==> src/rtl/aes_stream_ctrl.sv <==
// Streams single-block AES jobs through a register-mapped AES core (slot 0):
// configure, load key (cached), load block, start, poll STATUS, read result.
module aes_stream_ctrl #(
  parameter int TIMEOUT_CYC = 1024,
  parameter int SETTLE_CYC  = 4
) (
  input  logic         clk_i,
  input  logic         rst_i,
  input  logic         in_valid_i,
  output logic         in_ready_o,
  input  logic [127:0] in_block_i,
  input  logic [127:0] in_key_i,
  input  logic         in_decrypt_i,
  output logic         out_valid_o,
  input  logic         out_ready_i,
  output logic [127:0] out_data_o,
  output logic         out_err_o,
  output logic         aes_cs_o,
  output logic         aes_we_o,
  output logic [31:0]  aes_addr_o,
  output logic [31:0]  aes_wdata_o,
  input  logic [31:0]  aes_rdata_i,
  output logic         err_o
);

  // Slot-0 register map and bit positions of the AES core.
  localparam logic [31:0] ADDR_CTRL    = 32'h0000_0000;
  localparam logic [31:0] ADDR_CONFIG  = 32'h0000_0004;
  localparam logic [31:0] ADDR_KEY0    = 32'h0000_0010;
  localparam logic [31:0] ADDR_BLOCK0  = 32'h0000_0020;
  localparam logic [31:0] ADDR_START   = 32'h0000_0030;
  localparam logic [31:0] ADDR_STATUS  = 32'h0000_0034;
  localparam logic [31:0] ADDR_RESULT0 = 32'h0000_0040;
  localparam int CTRL_ON0_BIT     = 0;
  localparam int CTRL_ENCDEC0_BIT = 0;
  localparam int START_BIT        = 0;
  localparam int STATUS_VALID_BIT = 1;

  localparam int PCW = $clog2(TIMEOUT_CYC + 1);
  localparam int SCW = (SETTLE_CYC > 0) ? $clog2(SETTLE_CYC + 1) : 1;
  localparam logic [PCW-1:0] POLL_LAST   = PCW'(TIMEOUT_CYC - 1);
  localparam logic [SCW-1:0] SETTLE_LAST = SCW'((SETTLE_CYC > 0) ? SETTLE_CYC - 1 : 0);

  typedef enum logic [3:0] {
    INIT, IDLE, CFG, KEY, BLK, START, SETTLE, POLL, READ, OUT
  } state_t;

  state_t         state_reg, state_next;
  logic [1:0]     word_cnt_reg, word_cnt_next;
  logic [SCW-1:0] settle_cnt_reg, settle_cnt_next;
  logic [PCW-1:0] poll_cnt_reg, poll_cnt_next;
  logic           init_arm_reg, init_arm_next;
  logic [127:0]   block_reg, block_next;
  logic [127:0]   key_reg, key_next;
  logic           decrypt_reg, decrypt_next;
  logic [127:0]   key_cache_reg, key_cache_next;
  logic           key_loaded_reg, key_loaded_next;
  logic [127:0]   out_data_reg, out_data_next;
  logic           out_err_reg, out_err_next;
  logic           err_reg, err_next;

  logic [31:0]    key_word [4];
  logic [31:0]    blk_word [4];
  logic [31:0]    word_off;
  logic           key_hit;

  // Write order on the bus is MSW first, then the remaining words from the LSW up.
  genvar gi;
  for (gi = 0; gi < 4; gi++) begin : g_wr_lane
    localparam int LANE = (gi == 0) ? 3 : gi - 1;
    assign key_word[gi] = key_reg[LANE*32 +: 32];
    assign blk_word[gi] = block_reg[LANE*32 +: 32];
  end

  assign word_off = {28'd0, word_cnt_reg, 2'b00};
  assign key_hit  = key_loaded_reg && (key_reg == key_cache_reg);

  always_comb begin
    state_next      = state_reg;
    word_cnt_next   = word_cnt_reg;
    settle_cnt_next = settle_cnt_reg;
    poll_cnt_next   = poll_cnt_reg;
    init_arm_next   = init_arm_reg;
    block_next      = block_reg;
    key_next        = key_reg;
    decrypt_next    = decrypt_reg;
    key_cache_next  = key_cache_reg;
    key_loaded_next = key_loaded_reg;
    out_data_next   = out_data_reg;
    out_err_next    = out_err_reg;
    err_next        = err_reg;
    aes_cs_o        = 1'b0;
    aes_we_o        = 1'b0;
    aes_addr_o      = 32'd0;
    aes_wdata_o     = 32'd0;
    in_ready_o      = 1'b0;
    out_valid_o     = 1'b0;

    unique case (state_reg)
      INIT: begin
        // One quiet cycle after reset release, then the ON write.
        if (!init_arm_reg) begin
          init_arm_next = 1'b1;
        end else begin
          aes_cs_o    = 1'b1;
          aes_we_o    = 1'b1;
          aes_addr_o  = ADDR_CTRL;
          aes_wdata_o = 32'd1 << CTRL_ON0_BIT;
          state_next  = IDLE;
        end
      end
      IDLE: begin
        in_ready_o = 1'b1;
        if (in_valid_i) begin
          block_next    = in_block_i;
          key_next      = in_key_i;
          decrypt_next  = in_decrypt_i;
          out_data_next = 128'd0;
          out_err_next  = 1'b0;
          state_next    = CFG;
        end
      end
      CFG: begin
        aes_cs_o      = 1'b1;
        aes_we_o      = 1'b1;
        aes_addr_o    = ADDR_CONFIG;
        aes_wdata_o   = {31'd0, ~decrypt_reg} << CTRL_ENCDEC0_BIT;
        word_cnt_next = 2'd0;
        state_next    = key_hit ? BLK : KEY;
      end
      KEY: begin
        aes_cs_o      = 1'b1;
        aes_we_o      = 1'b1;
        aes_addr_o    = ADDR_KEY0 + word_off;
        aes_wdata_o   = key_word[word_cnt_reg];
        word_cnt_next = word_cnt_reg + 2'd1;
        if (word_cnt_reg == 2'd3) begin
          key_cache_next  = key_reg;
          key_loaded_next = 1'b1;
          state_next      = BLK;
        end
      end
      BLK: begin
        aes_cs_o      = 1'b1;
        aes_we_o      = 1'b1;
        aes_addr_o    = ADDR_BLOCK0 + word_off;
        aes_wdata_o   = blk_word[word_cnt_reg];
        word_cnt_next = word_cnt_reg + 2'd1;
        if (word_cnt_reg == 2'd3) begin
          state_next = START;
        end
      end
      START: begin
        aes_cs_o        = 1'b1;
        aes_we_o        = 1'b1;
        aes_addr_o      = ADDR_START;
        aes_wdata_o     = 32'd1 << START_BIT;
        settle_cnt_next = '0;
        poll_cnt_next   = '0;
        state_next      = (SETTLE_CYC > 0) ? SETTLE : POLL;
      end
      SETTLE: begin
        // The core still reports the previous job's valid bit here.
        if (settle_cnt_reg == SETTLE_LAST) begin
          poll_cnt_next = '0;
          state_next    = POLL;
        end else begin
          settle_cnt_next = settle_cnt_reg + 1'b1;
        end
      end
      POLL: begin
        aes_cs_o   = 1'b1;
        aes_addr_o = ADDR_STATUS;
        if (aes_rdata_i[STATUS_VALID_BIT]) begin
          word_cnt_next = 2'd0;
          state_next    = READ;
        end else if (poll_cnt_reg == POLL_LAST) begin
          out_data_next   = 128'd0;
          out_err_next    = 1'b1;
          err_next        = 1'b1;
          key_loaded_next = 1'b0;
          state_next      = OUT;
        end else begin
          poll_cnt_next = poll_cnt_reg + 1'b1;
        end
      end
      READ: begin
        aes_cs_o      = 1'b1;
        aes_addr_o    = ADDR_RESULT0 + word_off;
        word_cnt_next = word_cnt_reg + 2'd1;
        unique case (word_cnt_reg)
          2'd0: out_data_next[31:0]   = aes_rdata_i;
          2'd1: out_data_next[127:96] = aes_rdata_i;
          2'd2: out_data_next[95:64]  = aes_rdata_i;
          default: out_data_next[63:32] = aes_rdata_i;
        endcase
        if (word_cnt_reg == 2'd3) begin
          state_next = OUT;
        end
      end
      OUT: begin
        out_valid_o = 1'b1;
        if (out_ready_i) begin
          state_next = IDLE;
        end
      end
      default: state_next = INIT;
    endcase
  end

  always_ff @(posedge clk_i or posedge rst_i) begin
    if (rst_i) begin
      state_reg      <= INIT;
      word_cnt_reg   <= 2'd0;
      settle_cnt_reg <= '0;
      poll_cnt_reg   <= '0;
      init_arm_reg   <= 1'b0;
      block_reg      <= 128'd0;
      key_reg        <= 128'd0;
      decrypt_reg    <= 1'b0;
      key_cache_reg  <= 128'd0;
      key_loaded_reg <= 1'b0;
      out_data_reg   <= 128'd0;
      out_err_reg    <= 1'b0;
      err_reg        <= 1'b0;
    end else begin
      state_reg      <= state_next;
      word_cnt_reg   <= word_cnt_next;
      settle_cnt_reg <= settle_cnt_next;
      poll_cnt_reg   <= poll_cnt_next;
      init_arm_reg   <= init_arm_next;
      block_reg      <= block_next;
      key_reg        <= key_next;
      decrypt_reg    <= decrypt_next;
      key_cache_reg  <= key_cache_next;
      key_loaded_reg <= key_loaded_next;
      out_data_reg   <= out_data_next;
      out_err_reg    <= out_err_next;
      err_reg        <= err_next;
    end
  end

  assign out_data_o = out_data_reg;
  assign out_err_o  = out_err_reg;
  assign err_o      = err_reg;

endmodule
==> config.mk <==
export PLATFORM = sky130hd
export DESIGN_NAME = aes_stream_ctrl
export DESIGN_NICKNAME = d
export VERILOG_FILES = /design/src/rtl/aes_stream_ctrl.sv
export SDC_FILE = /design/constraint.sdc
export NUM_CORES = 1
export LEC_CHECK = 0
export CORE_ASPECT_RATIO = 1.1
export CORE_MARGIN = 4
export CORE_UTILIZATION = 30
export DETAILED_ROUTE_END_ITERATION = 8
export PLACE_DENSITY = 0.58
export SETUP_SLACK_MARGIN = 0.1
export SYNTH_ARGS = -nofsm -noshare
export SYNTH_HDL_FRONTEND = slang
export SYNTH_SLANG_ARGS = --single-unit
==> constraint.sdc <==
create_clock -name clk_i -period 52.4 [get_ports clk_i]
set_clock_uncertainty 0.1 [all_clocks]
set_input_delay 10.48 -clock clk_i [delete_from_list [all_inputs] [get_ports clk_i]]
set_output_delay 10.48 -clock clk_i [all_outputs]
set_load 0.01 [all_outputs]
==> impl_summary.txt, run 1 <==
----------------------------------------------------
[STA]
  Highest clock frequency the design can meet ... a little under 70 MHz
  Actual slew at the worst max-slew pin ... 1.10 ns
  Tightest slew margin relative to the limit ... 26.9%
  Final setup violation count ... 0
  Final min period ... 14.57 ns
  Share of the clock period used by the worst path ... 27.8%
  Unrepaired setup endpoints after global routing ... no
  Sum Neg Setup Slack ... 0 ns
  Pins Over Slew Limit ... 0
  Number of endpoints with negative hold slack in the final report ... 0

[Clock network]
  H-Tree Depth ... 2
  CTS Buf Count ... 61
  TritonCTS clock tree ... yes
  CTS Hold Bufs ... 0
  Clk Latency, worst-skew pair ... 0.66 ns
  Root Buffer ... clkbuf_16
  Cells resized by post-CTS repair ... 0
  Maximum clock insertion buffer count ... 3
  Number of buffers added for setup after CTS ... 0
  Reg clk slew, reported paths ... roughly 0.060 ns
  CTS sink cnt ... 537

[Logic synthesis]
  Cell Area, Synth ... 0.0246 sq mm
  Number of library cell types mapped by synthesis ... 59
  Largest family of logic cells by synthesized area ... multiplexers
  Share of synthesized cell area in and, or, nand and nor gates ... under 10%
  XOR/XNOR Fraction of Synth Area ... between 2 and 3%
  Mux contribution to synthesized area ... 28.8%
  Post-synthesis sequential area ratio ... 54.7%
  Ys flop type ... dfrtp_1
  Average cell area after synthesis ... 14.2 sq um
  Share of async-settable or async-resettable flops after synthesis ... 100%
  Number of standard cells after synthesis ... roughly 1,700
  Post-synthesis compound-gate area fraction ... 4.42%
  Count of state elements after synthesis ... roughly 540
  Post-synth EDFFs ... 0
  Synthesis warning total ... 0
  Adder-Cell Fraction of Synth Area ... 0.357%

[Setup path]
  Critical path's largest stage delay ... 0.81 ns
  Required time of the critical path ... 41.82 ns
  Arrival time at the worst endpoint ... 3.99 ns
  Startpoint of the worst setup timing path ... word_cnt_reg[1]
  Endpoint type of the worst setup path ... output pin
  Reg-to-reg startpoint ... state_reg[1]
  Worst reg-to-reg setup slack ... 47.73 ns
  Worst Reg-to-Reg Cells ... 7
  Path type of the worst setup path ... flip-flop to output pin
  Worst reg2reg endpoint ... key_reg[109]
  Cell type of the slowest stage on the worst timing path ... dfrtp_4
  Max FO, Critical Path ... 38
  End point of the critical path ... aes_wdata_o[0]
  Critical path cell sequence ... buf_4 -> mux4_2 -> a22oi_1 -> o21ai_0 -> clkdlybuf4s50_1
  Worst Setup Start Kind ... flip-flop

[Global routing]
  Global routing usage summed across all routing layers ... 17.9%
  Largest net degree at the start of global routing ... 163
  Global route total overflow ... 0
  Initial antenna violation count ... 16
  Via count of the first global-routing pass ... around 17,000
  Global-route wire length before repair ... 115,000 microns

[Detailed routing]
  Via count ... 15,973
  WL met2 ... 38,800 microns
  First-pass DRT Iterations ... 5
  Initial drt markers ... around 900
  Residual DRC count ... 0
  WL/cell ... 24.2 microns
  Post-detailed-route count of antenna-violating nets ... 0
  Routed length on met1 ... 32,500 microns
  Routed length on met3 ... 5690 microns
  Detailed-route vias per instance ... about 5
  Wirelength, routed ... 79,600 microns
  Top Metal Used ... met5

[Die]
  Die area ... 0.0865 sq mm
  Total core area ... 0.0807 sq mm
  Initial cell density of the core ... just over 30%
  Die W ... ~280 microns
  Placement Rows ... 109
  Vertical die dimension ... 308 microns
  I/O pins ... 491

[Finish]
  Filler instances ... about 7,600
  Combined area of the multi-input logic cells ... 0.0104 sq mm
  Share of cells above drive strength 1 ... 28.7%
  Final core utilization ... 40.0%
  Layout overhead on the synthesized area ... 31.4%
  Layout net count ... 2,476
  Post-route cell area ... 0.0323 sq mm
  Sequential Area ... about 0.013 sq mm

[Placed design]
  Quantity of I/O buffers inserted on ports ... 463
  Standard cell area after detailed placement ... around 0.03 sq mm
  Final GP Congestion ... 0.809
  DPL Wire Length ... just under 60,000 microns

[Worst hold path]
  Class of the tightest hold or removal check ... flip-flop to flip-flop

[Power]
  Static power due to leakage ... 13.9 nW
  PD cells ... approximately 60 mW/mm^2
  Maximum ir drop on the vdd rail ... between 0.00002 and 0.00003 V

[Flow run]
  Max Cap Viol ... 0

[Outcome]
  Outcome ... finished, final reports clean

----------------------------------------------------
==> worst min-delay path by stage <==
stage | startpoint | end | slack [ns] | cells after the start
global route | out_data_o[0] | out_data_o[0] | 0.41 | 1
CTS | out_data_o[37] | out_data_o[37] | 0.39 | 1
floorplan | key_cache_reg[0] | key_cache_reg[0] | 0.36 | 2
global placement | err_o | err_o | 0.36 | 1
finish | out_data_o[96] | out_data_o[96] | 0.39 | 1
detailed placement | out_data_o[37] | out_data_o[37] | 0.37 | 1
==> stage by stage <==
step | cells | setup slack [ns] | power (mW) | hold slack, ns
after floorplan | 1754 | 26.81 | 1.16 | 0.359
after global placement | 3167 | 38.21 | 1.49 | 0.359
after detailed placement | 3167 | 38.12 | 1.51 | 0.374
after CTS | 3280 | 37.68 | 1.96 | 0.387
after global routing | 3287 | 37.52 | 2.04 | 0.407
final | 3289 | 37.83 | 1.93 | 0.389
==> logic make-up (layout without fill, tap and decap cells) <==
group,after synthesis,after routing
muxes,563,563
xor gates and xnor gates,71,71
AOI/OAI and AO/OA,139,139
DFF,537,537
buffers and inverters,158,630
adders and majority gates,7,7
and+or+nand+nor,252,252
other,1,36
==> report_power, final <==
group,switching (mW),leakage [nW],total (mW),internal [mW]
clock,0.177,1.02,0.445,0.267
combinational,0.311,5.97,0.720,0.409
sequential,0.179,6.87,0.767,0.588
total,0.668,13.9,1.93,1.26
==> synthesized netlist by cell type (3+ instances only) <==
master	count	area share (%)
dfrtp_1	537	55
mux2_2	450	21
mux4_2	64	5.9
xnor2_1	62	2.2
nand2b_1	53	1.4
mux2_1	47	2.2
buf_2	45	0.92
nand2_1	40	0.61
nor2b_1	40	1.0
buf_4	39	1.2
inv_1	39	0.60
a22o_1	34	1.2
and2_1	34	0.87
o21ai_0	30	0.61
clkbuf_1	25	0.38
nand4_1	19	0.48
nor2_1	18	0.28
o2111ai_1	16	0.57
nor4_1	14	0.36
a21oi_1	12	0.24
nor3_1	12	0.24
a2111o_1	11	0.50
buf_1	10	0.15
xor2_1	9	0.32
ha_1	7	0.36
o22ai_1	7	0.18
or3_1	5	0.13
nand3_1	4	0.082
o21a_2	4	0.14
or4b_1	3	0.12
==> placed cells by master, fill, tap and decap left out, types with 7 or more instances in the layout <==
master and n:
ha_1 7, mux4_2 64, xnor2_1 62, clkbuf_8 12, inv_1 38, mux2_1 47
o21ai_0 30, bufinv_16 7, a2111o_1 11, o22ai_1 7, mux2_2 450, and2_1 34
xor2_1 9, nor2_1 18, nand4_1 19, nand2_1 38, dfrtp_1 535, nor2b_1 40
nor4_1 14, a21oi_1 12, a22o_1 34, buf_4 14, clkdlybuf4s50_1 463, clkbuf_16 61
o2111ai_1 16, conb_1 27, diode_2 9, nor3_1 11, clkbuf_1 21, nand2b_1 53
==> metal layers <==
| layer | vias to the layer above | GRT usage (%) |
|---|---|---|
| met5 | - | 0 |
| met4 | 10 | 5.95 |
| li1 | 7110 | - |
| met2 | 516 | 30.4 |
| met3 | 111 | 4.85 |
| met1 | 8226 | 22.2 |
==> cell type report <==
class / count / area share [%]
sequential: 537 / 41.7
tap: 1054 / 4.09
clock inverter: 19 / 1.07
inverter: 39 / 0.477
clock buffer: 94 / 5.49
multi-input combinational: 1059 / 32.4
antenna: 9 / 0.0698
timing repair buffer: 478 / 14.8
==> worst max-delay path, delay by kind of cell, from the launching register on <==
kind            cells  cell delay (ns)
buf+inv             2             1.30
compound gates      2             0.56
flops               1             0.81
mux                 1             0.61
Note: power is estimated with default switching activity, not from simulation.
==> run 2, diff against run 1 <==
Clock period 52.4 ns to 14.3 ns, I/O delays scaled along.
==> run 2 against run 1 <==
First-iteration DRC count decreased by 14%; cell area decreased by 0.62%; combinational power increased to 3.7 times the previous value; global-route usage decreased by 0.33 points; worst hold slack got worse by 0.018 ns; sequential share of layout area increased by 0.26 points; critical endpoint unchanged; largest power group unchanged.
==> impl_summary.txt, run 2 (synthesis results as in run 1) <==
----------------------------------------------------
[Clock network]
  Reg clk slew, reported paths ... 0.07 ns
  Maximum clock insertion buffer count ... 3
  Number of buffers added for setup after CTS ... 0
  Cells resized by post-CTS repair ... 0
  CTS Hold Bufs ... 0
  H-Tree Depth ... 2
  Clk Latency, worst-skew pair ... between 0.6 and 0.7 ns
  Root Buffer ... clkbuf_16
  CTS Buf Count ... 58
  CTS sink cnt ... 537
  TritonCTS clock tree ... yes

[Global routing]
  Largest net degree at the start of global routing ... 156
  Initial antenna violation count ... 14
  Global-route wire length before repair ... approximately 110,000 microns
  Global route total overflow ... 0
  Via count of the first global-routing pass ... 17,111
  Global routing usage summed across all routing layers ... 17.6%

[STA]
  Final setup violation count ... 0
  Sum Neg Setup Slack ... 0 ns
  Highest clock frequency the design can meet ... 145 MHz
  Pins Over Slew Limit ... 0
  Tightest slew margin relative to the limit ... a little under a quarter
  Number of endpoints with negative hold slack in the final report ... 0
  Share of the clock period used by the worst path ... 48.1%
  Unrepaired setup endpoints after global routing ... no
  Final min period ... 6.88 ns
  Actual slew at the worst max-slew pin ... 1.14 ns

[Detailed routing]
  Via count ... 15,912
  Detailed-route vias per instance ... 4.85
  Initial drt markers ... roughly 770
  Wirelength, routed ... 77,600 microns
  WL/cell ... 23.7 microns
  Post-detailed-route count of antenna-violating nets ... 0
  First-pass DRT Iterations ... 6
  Residual DRC count ... 0

[Flow run]
  Max Cap Viol ... 0

[Setup path]
  Endpoint type of the worst setup path ... output pin
  Arrival time at the worst endpoint ... 3.92 ns
  Critical path's largest stage delay ... 0.74 ns
  Max FO, Critical Path ... 46
  Critical path cell sequence ... buf_4 -> mux4_2 -> a22oi_1 -> o21ai_0 -> clkdlybuf4s50_1
  Required time of the critical path ... 11.34 ns
  Worst Setup Start Kind ... flip-flop
  Path type of the worst setup path ... flip-flop to output pin
  Cell type of the slowest stage on the worst timing path ... buf_4

[Power]
  Static power due to leakage ... 13.8 nW
  Switching power as a share of total power ... 34.9%
  Total power consumption of the routed design ... about 7 mW
  Clock share of power ... between 20% and 30%
  Part of the power in registers ... 40.2%
  Maximum ir drop on the vdd rail ... 0.000109 V
  Switching component of the power ... approximately 2.4 mW
  Int Power ... 4.54 mW
  PD cells ... 218 mW/mm^2
  Power share of the combinational group ... 38.0%

[Finish]
  Layout net count ... 2,473
  Layout overhead on the synthesized area ... 30.6%
  Top library cells by usage in the layout, fill and taps aside ... dfrtp_1 (535), clkdlybuf4s50_1 (463), mux2_2 (450)
  Share of cells above drive strength 1 ... 28.6%
  Count of non-filler cells in the finished layout ... 3,278
  Most common cell after layout, fill and taps aside ... dfrtp_1
  Final core utilization ... 39.7%
  Filler instances ... between 7,000 and 8,000

[Die]
  I/O pins ... 491
  Placement Rows ... 109
  Die W ... 281 microns
  Initial cell density of the core ... 30.4%
  Total core area ... 0.0807 sq mm
  Die area ... 0.0865 sq mm
  Vertical die dimension ... 308 microns

[Placed design]
  Quantity of I/O buffers inserted on ports ... 463
  DP Cell Count ... 3,167
  DPL Wire Length ... 58,100 microns
  Final GP Congestion ... 0.844

[Worst hold path]
  Class of the tightest hold or removal check ... flip-flop to flip-flop

[Outcome]
  Outcome ... finished, final reports clean

----------------------------------------------------
-- run 2: path summary, 6_finish.rpt --
path                                       from           endpoint  slack, ns  depth (start not counted)
worst max register to register     state_reg[1]     block_reg[126]      10.18                          6
max in group asynchronous                 rst_i  key_cache_reg[54]       8.26                          5
worst min register to register            err_o              err_o       0.37                          1
worst max-delay path            word_cnt_reg[0]     aes_wdata_o[0]       7.42                          5
worst min-delay path                      err_o              err_o       0.37                          1
min in group asynchronous                 rst_i    poll_cnt_reg[4]       2.65                          2
-- run 2: per-stage QoR --
step           worst slack, ns  area, sq um  hold slack (ns)
2_1_floorplan             4.04        24700            0.359
4_1_cts                   7.24        32000            0.373
5_1_grt                   7.07        32100            0.394
6_report                  7.42        32100            0.372
3_5_place_dp              7.33        30100            0.358
3_3_place_gp              7.50        30100            0.349
-- run 2: per-layer routing --
layer / vias to the layer above / routed length [microns] / global-route usage, %
li1: 7112 / - / -
met1: 8161 / 31000 / 21.4
met2: 500 / 38300 / 30.2
met3: 131 / 5650 / 4.91
met4: 8 / 2620 / 5.88
met5: - / 53 / 0
-- run 2: cell type report --
cell class	count	area, sq um	share of cell area (%)
clock inverters	20	284	0.886
clock buffers	83	1640	5.10
inverters	39	150	0.468
multi-input cells	1059	10400	32.6
flip-flops and latches	537	13400	41.9
well taps	1054	1320	4.11
repair buffers	478	4760	14.8
diodes	8	20.0	0.0624
-- run 2: power by group through the flow --
| stage | sequential (mW) | combinational [mW] | clock, mW |
|---|---|---|---|
| 6_report | 2.81 | 2.65 | 1.52 |
| 5_1_grt | 2.89 | 2.85 | 1.63 |
| 4_1_cts | 2.82 | 2.71 | 1.57 |
| 3_5_place_dp | 2.84 | 2.69 | 0 |
| 3_3_place_gp | 2.80 | 2.66 | 0 |
| 2_1_floorplan | 2.58 | 1.69 | 0 |
-- run 2: critical path, delay by kind of cell, from the launching register on --
kind / cells / cell delay, ns
buf+inv: 2 / 1.31
mux: 1 / 0.44
compound gates: 2 / 0.75
flops: 1 / 0.73
==> run 3, diff against run 2 <==
Clock period 14.3 ns to 6.5 ns, I/O delays scaled along.
==> run 3 against run 2 <==
Critical path depth stayed put; core utilization is 0.084 points higher; non-clock buffer count is 2 higher; total power is 120% higher; register-to-register slack worse by 7.5 ns; die area stayed put; via count is 0.79% higher; cell count is 0.21% higher; largest power group unchanged; highest routed layer unchanged.
==> impl_summary.txt, run 3 (synthesis results as in run 1) <==
----------------------------------------------------
[Outcome]
  Outcome ... finished, final reports clean

[Placed design]
  Setup slack after placement ... 2.00 ns
  Quantity of I/O buffers inserted on ports ... 463
  Final GP Congestion ... slightly below 0.9
  DPL Wire Length ... just under 60,000 microns

[STA]
  Hold WS ... 0.380 ns
  Unrepaired setup endpoints after global routing ... no
  Actual slew at the worst max-slew pin ... 1.11 ns
  Pins Over Slew Limit ... 0
  Final setup violation count ... 0
  Tightest slew margin relative to the limit ... 26.2%
  Share of the clock period used by the worst path ... 78.7%
  Highest clock frequency the design can meet ... roughly 200 MHz
  Final min period ... 5.12 ns
  Number of endpoints with negative hold slack in the final report ... 0
  Setup WS post-layout ... 1.38 ns

[Finish]
  Top library cells by usage in the layout, fill and taps aside ... dfrtp_1 (535), clkdlybuf4s50_1 (463), mux2_2 (450)
  Layout overhead on the synthesized area ... 30.8%
  Most common cell after layout, fill and taps aside ... dfrtp_1
  Layout net count ... between 2,000 and 2,500
  Share of cells above drive strength 1 ... 28.7%

[Detailed routing]
  First-pass DRT Iterations ... 5
  Routed length on met1 ... 31,100 microns
  Detailed-route vias per instance ... 4.88
  Top Metal Used ... met5
  Routed length on met3 ... 5270 microns
  Residual DRC count ... 0
  Initial drt markers ... 883
  WL/cell ... 24.1 microns
  Post-detailed-route count of antenna-violating nets ... 0
  Via count ... ~16,000
  WL met2 ... 39,700 microns
  Wirelength, routed ... 79,300 microns

[Clock network]
  CTS sink cnt ... around 540
  CTS Buf Count ... between 50 and 60
  Root Buffer ... clkbuf_16
  Clk Latency, worst-skew pair ... 0.64 ns
  Reg clk slew, reported paths ... approximately 0.060 ns
  TritonCTS clock tree ... yes
  Cells resized by post-CTS repair ... 0
  H-Tree Depth ... 2
  Maximum clock insertion buffer count ... 3
  Number of buffers added for setup after CTS ... 0
  CTS Hold Bufs ... 0

[Setup path]
  Kind of cell adding the most delay to the critical path ... buffers and inverters
  Critical path cell sequence ... buf_4 -> mux4_2 -> a22oi_1 -> o21ai_0 -> clkdlybuf4s50_1
  Arrival time at the worst endpoint ... 3.72 ns
  Worst Setup Start Kind ... flip-flop
  Buffers plus inverters on the worst setup path ... 2
  Cell type of the slowest stage on the worst timing path ... dfrtp_4
  Critical path's largest stage delay ... 0.89 ns
  Required time of the critical path ... 5.10 ns
  Path type of the worst setup path ... flip-flop to output pin
  Max FO, Critical Path ... 42
  Endpoint type of the worst setup path ... output pin

[Flow run]
  Max Cap Viol ... 0

[Die]
  Total core area ... 0.0807 sq mm
  Vertical die dimension ... 308 microns
  Die W ... 281 microns
  Die area ... between 0.08 and 0.09 sq mm
  I/O pins ... 491
  Initial cell density of the core ... 30.4%
  Placement Rows ... roughly 110

[Power]
  Maximum ir drop on the vdd rail ... 0.000264 V
  Static power due to leakage ... roughly 14 nW
  PD cells ... 478 mW/mm^2
  Total power consumption of the routed design ... 15.4 mW

[Global routing]
  Largest net degree at the start of global routing ... 166
  Global routing usage summed across all routing layers ... 18.0%
  Global route total overflow ... 0
  Via count of the first global-routing pass ... between 15,000 and 20,000
  Global-route wire length before repair ... 115,000 microns
  Initial antenna violation count ... 12

[Worst hold path]
  Class of the tightest hold or removal check ... flip-flop to flip-flop

----------------------------------------------------
run 3: routing by layer:
metal	vias up	GRT usage [%]
met1	8237	21.6
met3	140	4.51
met2	528	30.9
li1	7126	-
met5	-	0
met4	6	7.37
run 3: stage by stage:
| stage | util (%) | instances | setup TNS (ns) | instance area [sq um] |
|---|---|---|---|---|
| 3_5_place_dp | 37.3 | 3169 | 0 | 30100 |
| 5_1_grt | 39.8 | 3284 | 0 | 32100 |
| 3_3_place_gp | 37.3 | 3169 | 0 | 30100 |
| 6_report | 39.8 | 3285 | 0 | 32100 |
| 4_1_cts | 39.8 | 3275 | 0 | 32100 |
| 2_1_floorplan | - | 1754 | -1182.48 | 24700 |
run 3: layout make-up:
class	instances	area, sq um
fill	7568	48600
sequential	537	13400
multi-input combinational	1059	10400
timing repair buffer	480	4790
clock buffer	89	1730
tap	1054	1320
clock inverter	17	224
inverter	39	150
antenna	10	25.0
run 3: final timing paths:
kind,startpoint,end,slack (ns),cells past startpoint
max in group asynchronous,rst_i,block_reg[17],3.79,4
hold / removal,err_o,err_o,0.38,1
setup reg to reg,state_reg[0],out_data_o[25],2.66,6
min in group asynchronous,rst_i,key_reg[79],0.94,3
setup / recovery,word_cnt_reg[0],aes_wdata_o[0],1.38,5
hold reg to reg,err_o,err_o,0.38,1
run 3: worst register-to-register path: cells and delay by family, from the launching register on:
family | cells | cell delay, ns
and+or+nand+nor | 4 | 1.48
DFF | 1 | 0.85
AOI/OAI and AO/OA | 1 | 0.84
muxes | 1 | 0.49
run 3: where the power goes:
group	switching (mW)	internal, mW	leakage, nW
Combinational	2.43	3.30	5.98
Sequential	1.54	4.74	6.87
Clock	1.39	1.96	0.955
Total	5.37	9.99	13.8
